## src/rtl/mips32_fetch_queue_if.sv

```systemverilog
// rtl/mips32_fetch_queue_if.sv - imem, redirect and decode signal bundle of the fetch queue
interface mips32_fetch_queue_if #(
   parameter int ADDR_W = 10
);
   logic              imem_req;
   logic [ADDR_W-1:0] imem_addr;
   logic [31:0]       imem_rdata;
   logic              redirect_valid;
   logic [31:0]       redirect_pc;
   logic              id_valid;
   logic              id_ready;
   logic [31:0]       id_ir;
   logic [31:0]       id_npc;
   logic              fetch_halted;

   modport master (
      output imem_req, imem_addr, id_valid, id_ir, id_npc, fetch_halted,
      input  imem_rdata, redirect_valid, redirect_pc, id_ready
   );

   modport slave (
      input  imem_req, imem_addr, id_valid, id_ir, id_npc, fetch_halted,
      output imem_rdata, redirect_valid, redirect_pc, id_ready
   );
endinterface

```

## src/rtl/mips32_fetch_queue.sv

```systemverilog
// rtl/mips32_fetch_queue.sv - MIPS32 fetch front end: PC, imem requests, prefetch FIFO to decode
module mips32_fetch_queue #(
   parameter int          DEPTH    = 4,
   parameter int          ADDR_W   = 10,
   parameter logic [31:0] RESET_PC = 32'd0
) (
   input  logic                clk,
   input  logic                rst_n,
   mips32_fetch_queue_if.master fq_if
);
   localparam int             PTR_W   = $clog2(DEPTH);
   localparam int             CNT_W   = PTR_W + 1;
   localparam logic [CNT_W:0] DEPTH_C = (CNT_W+1)'(DEPTH);
   localparam logic [5:0]     HLT_OP  = 6'b111111;

   logic [31:0]      pc_q, pc_d;
   logic [31:0]      req_pc_q, req_pc_d;
   logic             pending_q, pending_d;
   logic             halt_q, halt_d;
   logic [CNT_W-1:0] count_q, count_d;
   logic [PTR_W-1:0] wr_ptr_q, wr_ptr_d;
   logic [PTR_W-1:0] rd_ptr_q, rd_ptr_d;

   logic [31:0]      ir_mem  [DEPTH];
   logic [31:0]      npc_mem [DEPTH];

   logic             req;
   logic             push;
   logic             pop;
   logic             valid;
   logic [CNT_W:0]   credit;

   // Credit counts the in-flight response but not a same-cycle pop, so a
   // returning word always finds a free slot.
   always_comb begin
      credit = {1'b0, count_q} + {{CNT_W{1'b0}}, pending_q};
      req    = rst_n & ~fq_if.redirect_valid & ~halt_q & (credit < DEPTH_C);
      push   = pending_q & ~fq_if.redirect_valid;
      valid  = (count_q != '0);
      pop    = valid & fq_if.id_ready;
   end

   always_comb begin
      pc_d      = pc_q;
      req_pc_d  = req_pc_q;
      pending_d = req;
      halt_d    = halt_q;
      count_d   = count_q;
      wr_ptr_d  = wr_ptr_q;
      rd_ptr_d  = rd_ptr_q;
      if (fq_if.redirect_valid) begin
         pc_d     = fq_if.redirect_pc;
         halt_d   = 1'b0;
         count_d  = '0;
         wr_ptr_d = '0;
         rd_ptr_d = '0;
      end else begin
         if (req) begin
            pc_d     = pc_q + 32'd1;
            req_pc_d = pc_q;
         end
         if (push) begin
            wr_ptr_d = wr_ptr_q + PTR_W'(1);
            if (fq_if.imem_rdata[31:26] == HLT_OP) halt_d = 1'b1;
         end
         if (pop) rd_ptr_d = rd_ptr_q + PTR_W'(1);
         case ({push, pop})
            2'b10:   count_d = count_q + CNT_W'(1);
            2'b01:   count_d = count_q - CNT_W'(1);
            default: count_d = count_q;
         endcase
      end
   end

   always_ff @(posedge clk) begin
      if (!rst_n) begin
         pc_q      <= RESET_PC;
         req_pc_q  <= RESET_PC;
         pending_q <= 1'b0;
         halt_q    <= 1'b0;
         count_q   <= '0;
         wr_ptr_q  <= '0;
         rd_ptr_q  <= '0;
      end else begin
         pc_q      <= pc_d;
         req_pc_q  <= req_pc_d;
         pending_q <= pending_d;
         halt_q    <= halt_d;
         count_q   <= count_d;
         wr_ptr_q  <= wr_ptr_d;
         rd_ptr_q  <= rd_ptr_d;
      end
   end

   always_ff @(posedge clk) begin
      if (rst_n && push) begin
         ir_mem[wr_ptr_q]  <= fq_if.imem_rdata;
         npc_mem[wr_ptr_q] <= req_pc_q + 32'd1;
      end
   end

   assign fq_if.imem_req     = req;
   assign fq_if.imem_addr    = pc_q[ADDR_W-1:0];
   assign fq_if.id_valid     = valid;
   assign fq_if.id_ir        = valid ? ir_mem[rd_ptr_q]  : 32'd0;
   assign fq_if.id_npc       = valid ? npc_mem[rd_ptr_q] : 32'd0;
   assign fq_if.fetch_halted = halt_q;
endmodule

```

## src/flat_wrapper.sv

```systemverilog
// flat-port wrapper written by rule: the top's interface ports become plain ports
module mips32_fetch_queue_flat 
#(
   parameter int          DEPTH    = 4,
   parameter int          ADDR_W   = 10,
   parameter logic [31:0] RESET_PC = 32'd0
)
  (clk, rst_n, fq_if_imem_req, fq_if_imem_addr, fq_if_id_valid, fq_if_id_ir, fq_if_id_npc, fq_if_fetch_halted, fq_if_imem_rdata, fq_if_redirect_valid, fq_if_redirect_pc, fq_if_id_ready);
  mips32_fetch_queue_if #(.ADDR_W(ADDR_W)) fq_if_i ();
  input  logic clk;
  input  logic rst_n;
  output wire logic [$bits(fq_if_i.imem_req)-1:0] fq_if_imem_req;
  output wire logic [$bits(fq_if_i.imem_addr)-1:0] fq_if_imem_addr;
  output wire logic [$bits(fq_if_i.id_valid)-1:0] fq_if_id_valid;
  output wire logic [$bits(fq_if_i.id_ir)-1:0] fq_if_id_ir;
  output wire logic [$bits(fq_if_i.id_npc)-1:0] fq_if_id_npc;
  output wire logic [$bits(fq_if_i.fetch_halted)-1:0] fq_if_fetch_halted;
  input wire logic [$bits(fq_if_i.imem_rdata)-1:0] fq_if_imem_rdata;
  input wire logic [$bits(fq_if_i.redirect_valid)-1:0] fq_if_redirect_valid;
  input wire logic [$bits(fq_if_i.redirect_pc)-1:0] fq_if_redirect_pc;
  input wire logic [$bits(fq_if_i.id_ready)-1:0] fq_if_id_ready;
  assign fq_if_imem_req = fq_if_i.imem_req;
  assign fq_if_imem_addr = fq_if_i.imem_addr;
  assign fq_if_id_valid = fq_if_i.id_valid;
  assign fq_if_id_ir = fq_if_i.id_ir;
  assign fq_if_id_npc = fq_if_i.id_npc;
  assign fq_if_fetch_halted = fq_if_i.fetch_halted;
  assign fq_if_i.imem_rdata = fq_if_imem_rdata;
  assign fq_if_i.redirect_valid = fq_if_redirect_valid;
  assign fq_if_i.redirect_pc = fq_if_redirect_pc;
  assign fq_if_i.id_ready = fq_if_id_ready;
  mips32_fetch_queue #(.DEPTH(DEPTH), .ADDR_W(ADDR_W), .RESET_PC(RESET_PC)) u_core (.clk(clk), .rst_n(rst_n), .fq_if(fq_if_i));
endmodule
```

## config.mk

```make
export PLATFORM = sky130hd
export DESIGN_NAME = mips32_fetch_queue_flat
export DESIGN_NICKNAME = d
export VERILOG_FILES = /design/src/rtl/mips32_fetch_queue_if.sv /design/src/rtl/mips32_fetch_queue.sv /design/src/flat_wrapper.sv
export SDC_FILE = /design/constraint.sdc
export NUM_CORES = 1
export LEC_CHECK = 0
export ABC_CLOCK_PERIOD_IN_PS = 8000
export BUFFER_PORTS_ARGS = -buffer_cell sky130_fd_sc_hd__buf_2
export CAP_MARGIN = 15
export CORE_UTILIZATION = 55
export DETAILED_ROUTE_END_ITERATION = 8
export GPL_ROUTABILITY_DRIVEN = 0
export GPL_TIMING_DRIVEN = 0
export PLACE_DENSITY = 0.84
export REMOVE_ABC_BUFFERS = 1
export SETUP_SLACK_MARGIN = 0.3
export SLEW_MARGIN = 20
export SYNTH_ARGS = -nofsm -noshare
export SYNTH_HDL_FRONTEND = slang
export SYNTH_SLANG_ARGS = --single-unit
```

## constraint.sdc

```tcl
create_clock -name clk -period 8 [get_ports clk]
set_input_delay 2.4 -clock clk [delete_from_list [all_inputs] [get_ports clk]]
set_output_delay 2.4 -clock clk [all_outputs]
set_load 0.02 [all_outputs]
```

==> impl_metrics.csv <==
group,metric,value,unit
clock_network,cts_htree_levels,2,
sta,post-route-min-period,7.11,ns
critical_path,crit_type,"in -> out",
global_route,grt_pass1_wl,43300,um
logic_synthesis,yosysWarningCount,0,
clock_network,clk_pin_slew_worst_paths,0.06,ns
pwr,total_power,3.60,mW
clock_network,cts_root_buffer,"clkbuf_16",
sta,rsz0062_at_grt,"false",
critical_path,critPathLaunchType,"input port",
sta,finalCritPeriodShare,88.9,%
route,viasPerCell,5.73,
clock_network,ctsResizeCount,0,
critical_path,cp-end-kind,"output port",
logic_synthesis,synth.yosys.seq_area_share,66.2,%
pwr,p_clk_share,44.0,%
global_route,grt_antenna_before_repair,0,
finish,layout.nets,1163,
logic_synthesis,synth_edf_count,256,
logic_synthesis,synthFlopType,"edfxtp_1",
placement,dpl.hpwl,16700,um
finish,fillers,1732,
pwr,pwr-share-comb,3.6,%
route,drtIter0Drc,716,
critical_path,worstPathRequired,5.60,ns
sta,fin_ws,0.886,ns
logic_synthesis,synth_compound_area_share,4.92,%
pwr,power_frac_seq,52.4,%
global_route,grt_use_total,21.4,%
clock_network,clkLatencyLatePin,0.50,ns
finish,fin_area,16100,um2
die,row_count,57,
logic_synthesis,yosysTopAreaCell,"edfxtp_1",
pwr,vdd_ir_drop_max,0.138,mV
logic_synthesis,synth-simple-area-share,12.0,%
logic_synthesis,synthArstFlopShare,0,%
sta,tightest_slew,0.920,ns
pwr,p_sw_share,19.8,%
pwr,powerDensity,224,nW/um2
die,die_x,161,um
critical_path,arrival,4.71,ns
logic_synthesis,synth-xor-area-share,2.46,%
finish,area_delta_synth_final,16.1,%
route,wl_per_cell,18.8,um
die,core,24500,um2
logic_synthesis,syn_area,13900,um2
sta,relSlewSlack,38.7,%
clock_network,numClockSinks,331,
finish,postLayoutCoreUtil,65.7,%
logic_synthesis,synth_top_area_share,55.4,%
die,die_y,161,um
pwr,power.internal,2.89,mW
route,drtPass1Iterations,5,
outcome,status,"finished clean",
logic_synthesis,synthAdderAreaFrac,0.775,%
clock_network,post_cts_buffers,0,
logic_synthesis,synth_top_family_by_area,"simple AND/OR/NAND/NOR gates",
die,start_util,56.6,%
logic_synthesis,synth_area_leaders,"edfxtp_1 (55%), dfxtp_1 (11%), mux4_2 (10%)",
sta,hold_viol_final,0,
die,die-area,25900,um2
sta,tns,0,ns
logic_synthesis,syn-instance-count,960,
placement,place_ws,0.927,ns
logic_synthesis,synth.distinct_cells,56,
finish,drive_above_1_share,26.7,%
logic_synthesis,synth.area.mux_share,10.9,%
critical_path,worstPathMaxFanout,59,
global_route,grt_pass1_vias,8152,
pwr,power.switching,0.713,mW
global_route,grt_overflow,0,
logic_synthesis,postSynthAreaPerCell,14.5,um2
run,drv_cap,0,
clock_network,cts_tree,"done",
finish,num_antenna_cells,0,
placement,portBuffers,144,
route,ant_nets,0,
die,ios,145,
sta,setup_viol,0,
clock_network,cts_made_buffers,36,
sta,skew,0.0141,ns
logic_synthesis,ys_ff_latch,331,
route,drc_errors,0,
route,totalWireLength,27000,um
route,dr_total_vias,8211,
placement,dpl-instance-area,15000,um2
global_route,grt_max_degree,60,
clock_network,cts_buffer_depth,3,
sta,fmax,141,MHz
clock_network,cts_hold_buf,0,
pwr,leakagePower,5.71,nW
worst_hold_path,hp-class,"reg -> reg",
sta,finalMaxSlewViolations,0,
## cells by family (layout without fill, tap and decap cells)
| family | count (synthesis) | after routing |
|---|---|---|
| XOR/XNOR | 39 | 39 |
| AND/OR/NAND/NOR | 311 | 311 |
| buffers and inverters | 83 | 232 |
| AO/OA/AOI/OAI | 117 | 117 |
| adder cells (fa/ha/maj) | 8 | 8 |
| multiplexers | 71 | 71 |
| flip-flops | 331 | 331 |
## area by class of cell
type                       instances  area, um2  area share [%]
tap                              324        405            2.52
timing repair buffer             154        958            5.95
clock buffer                      51       1020            6.30
inverter                          18       67.6           0.419
multi-input combinational        546       4360            27.0
clock inverter                     9        115           0.714
sequential                       331       9200            57.1
## worst max-delay path, cell delays in order
cell and delay, ns:
buf_2 0.40, and2b_1 0.46, nand3_4 0.54, inv_2 0.39, buf_12 0.27, buf_2 0.21
## synthesized netlist by cell type (all sizes together), types with 6 or more instances
master,n
ha,7
clkbuf,34
mux4,64
xor2,13
inv,18
o21ai,20
a21oi,59
dfxtp,75
mux2,6
buf,31
and3,9
xnor2,26
nor3,10
and4,6
edfxtp,256
nand2b,8
o31a,6
nand4,19
or3,8
nand2,110
a31oi,11
nor4,12
and2,65
nand3,21
nor2,25
## metal layers
| layer | routed length, um | vias to the layer above | GRT usage, % |
|---|---|---|---|
| li1 | - | 3868 | - |
| met1 | 11900 | 4034 | 30.2 |
| met2 | 13100 | 271 | 34.9 |
| met3 | 1440 | 38 | 3.41 |
| met4 | 565 | 0 | 5.96 |
| met5 | 0 | - | 0 |
## power by group through the flow
stage	Sequential, mW	Clock [mW]	Combinational [mW]
floorplan	1.92	0	0.0664
global placement	1.92	0	0.120
detailed placement	1.92	0	0.131
CTS	1.89	1.61	0.131
global route	1.89	1.67	0.144
finish	1.89	1.59	0.131
## final timing paths
kind	startpoint	endpoint	slack, ns	depth (start not counted)
setup / recovery	fq_if_redirect_valid	fq_if_imem_req	0.89	6
hold / removal	u_core.req_pc_q[8]$_SDFFE_PN0P_	u_core.req_pc_q[8]$_SDFFE_PN0P_	0.48	2
setup reg to reg	u_core.fq_if.fetch_halted$_SDFFE_PP0P_	u_core.pc_q[23]$_SDFFE_PN0P_	5.44	5
hold reg to reg	u_core.req_pc_q[8]$_SDFFE_PN0P_	u_core.req_pc_q[8]$_SDFFE_PN0P_	0.48	2
## per-stage QoR
stage / hold WS, ns / instances
global route: 0.504 / 1433
CTS: 0.477 / 1433
global placement: 0.449 / 1363
floorplan: 0.436 / 895
finish: 0.479 / 1433
detailed placement: 0.467 / 1373
## registers in the layout, summed over array words and instances, names as in the netlist, named ones only
name and cells:
u_core.ir_mem 128, u_core.npc_mem 128, u_core.pc_q 32, u_core.req_pc_q 32, u_core.count_q 3, u_core.rd_ptr_q 2, u_core.wr_ptr_q 2, u_core.fq_if.fetch_halted 1
u_core.pending_q 1
## placed cells by master, fill, tap and decap left out, types with 4 or more instances in the layout
cell type,count
buf_12,5
dfxtp_1,73
xnor2_1,26
clkbuf_16,37
and3_1,5
or3_1,7
o31a_1,6
a22oi_1,4
nand4_1,17
a21oi_1,59
a31oi_1,10
and2_1,65
o21ai_0,16
nand2_1,110
mux4_2,64
nor3_1,7
nand2b_1,8
inv_1,16
clkinv_1,4
ha_1,7
xor2_1,13
clkbuf_1,9
nor2b_1,4
buf_2,144
nand3_1,19
buf_16,5
and4_1,6
mux2_2,6
and3_4,4
o21ai_1,4
nor4_1,9
edfxtp_1,256
nor2_1,25
Power figures use the tool's default switching activity.
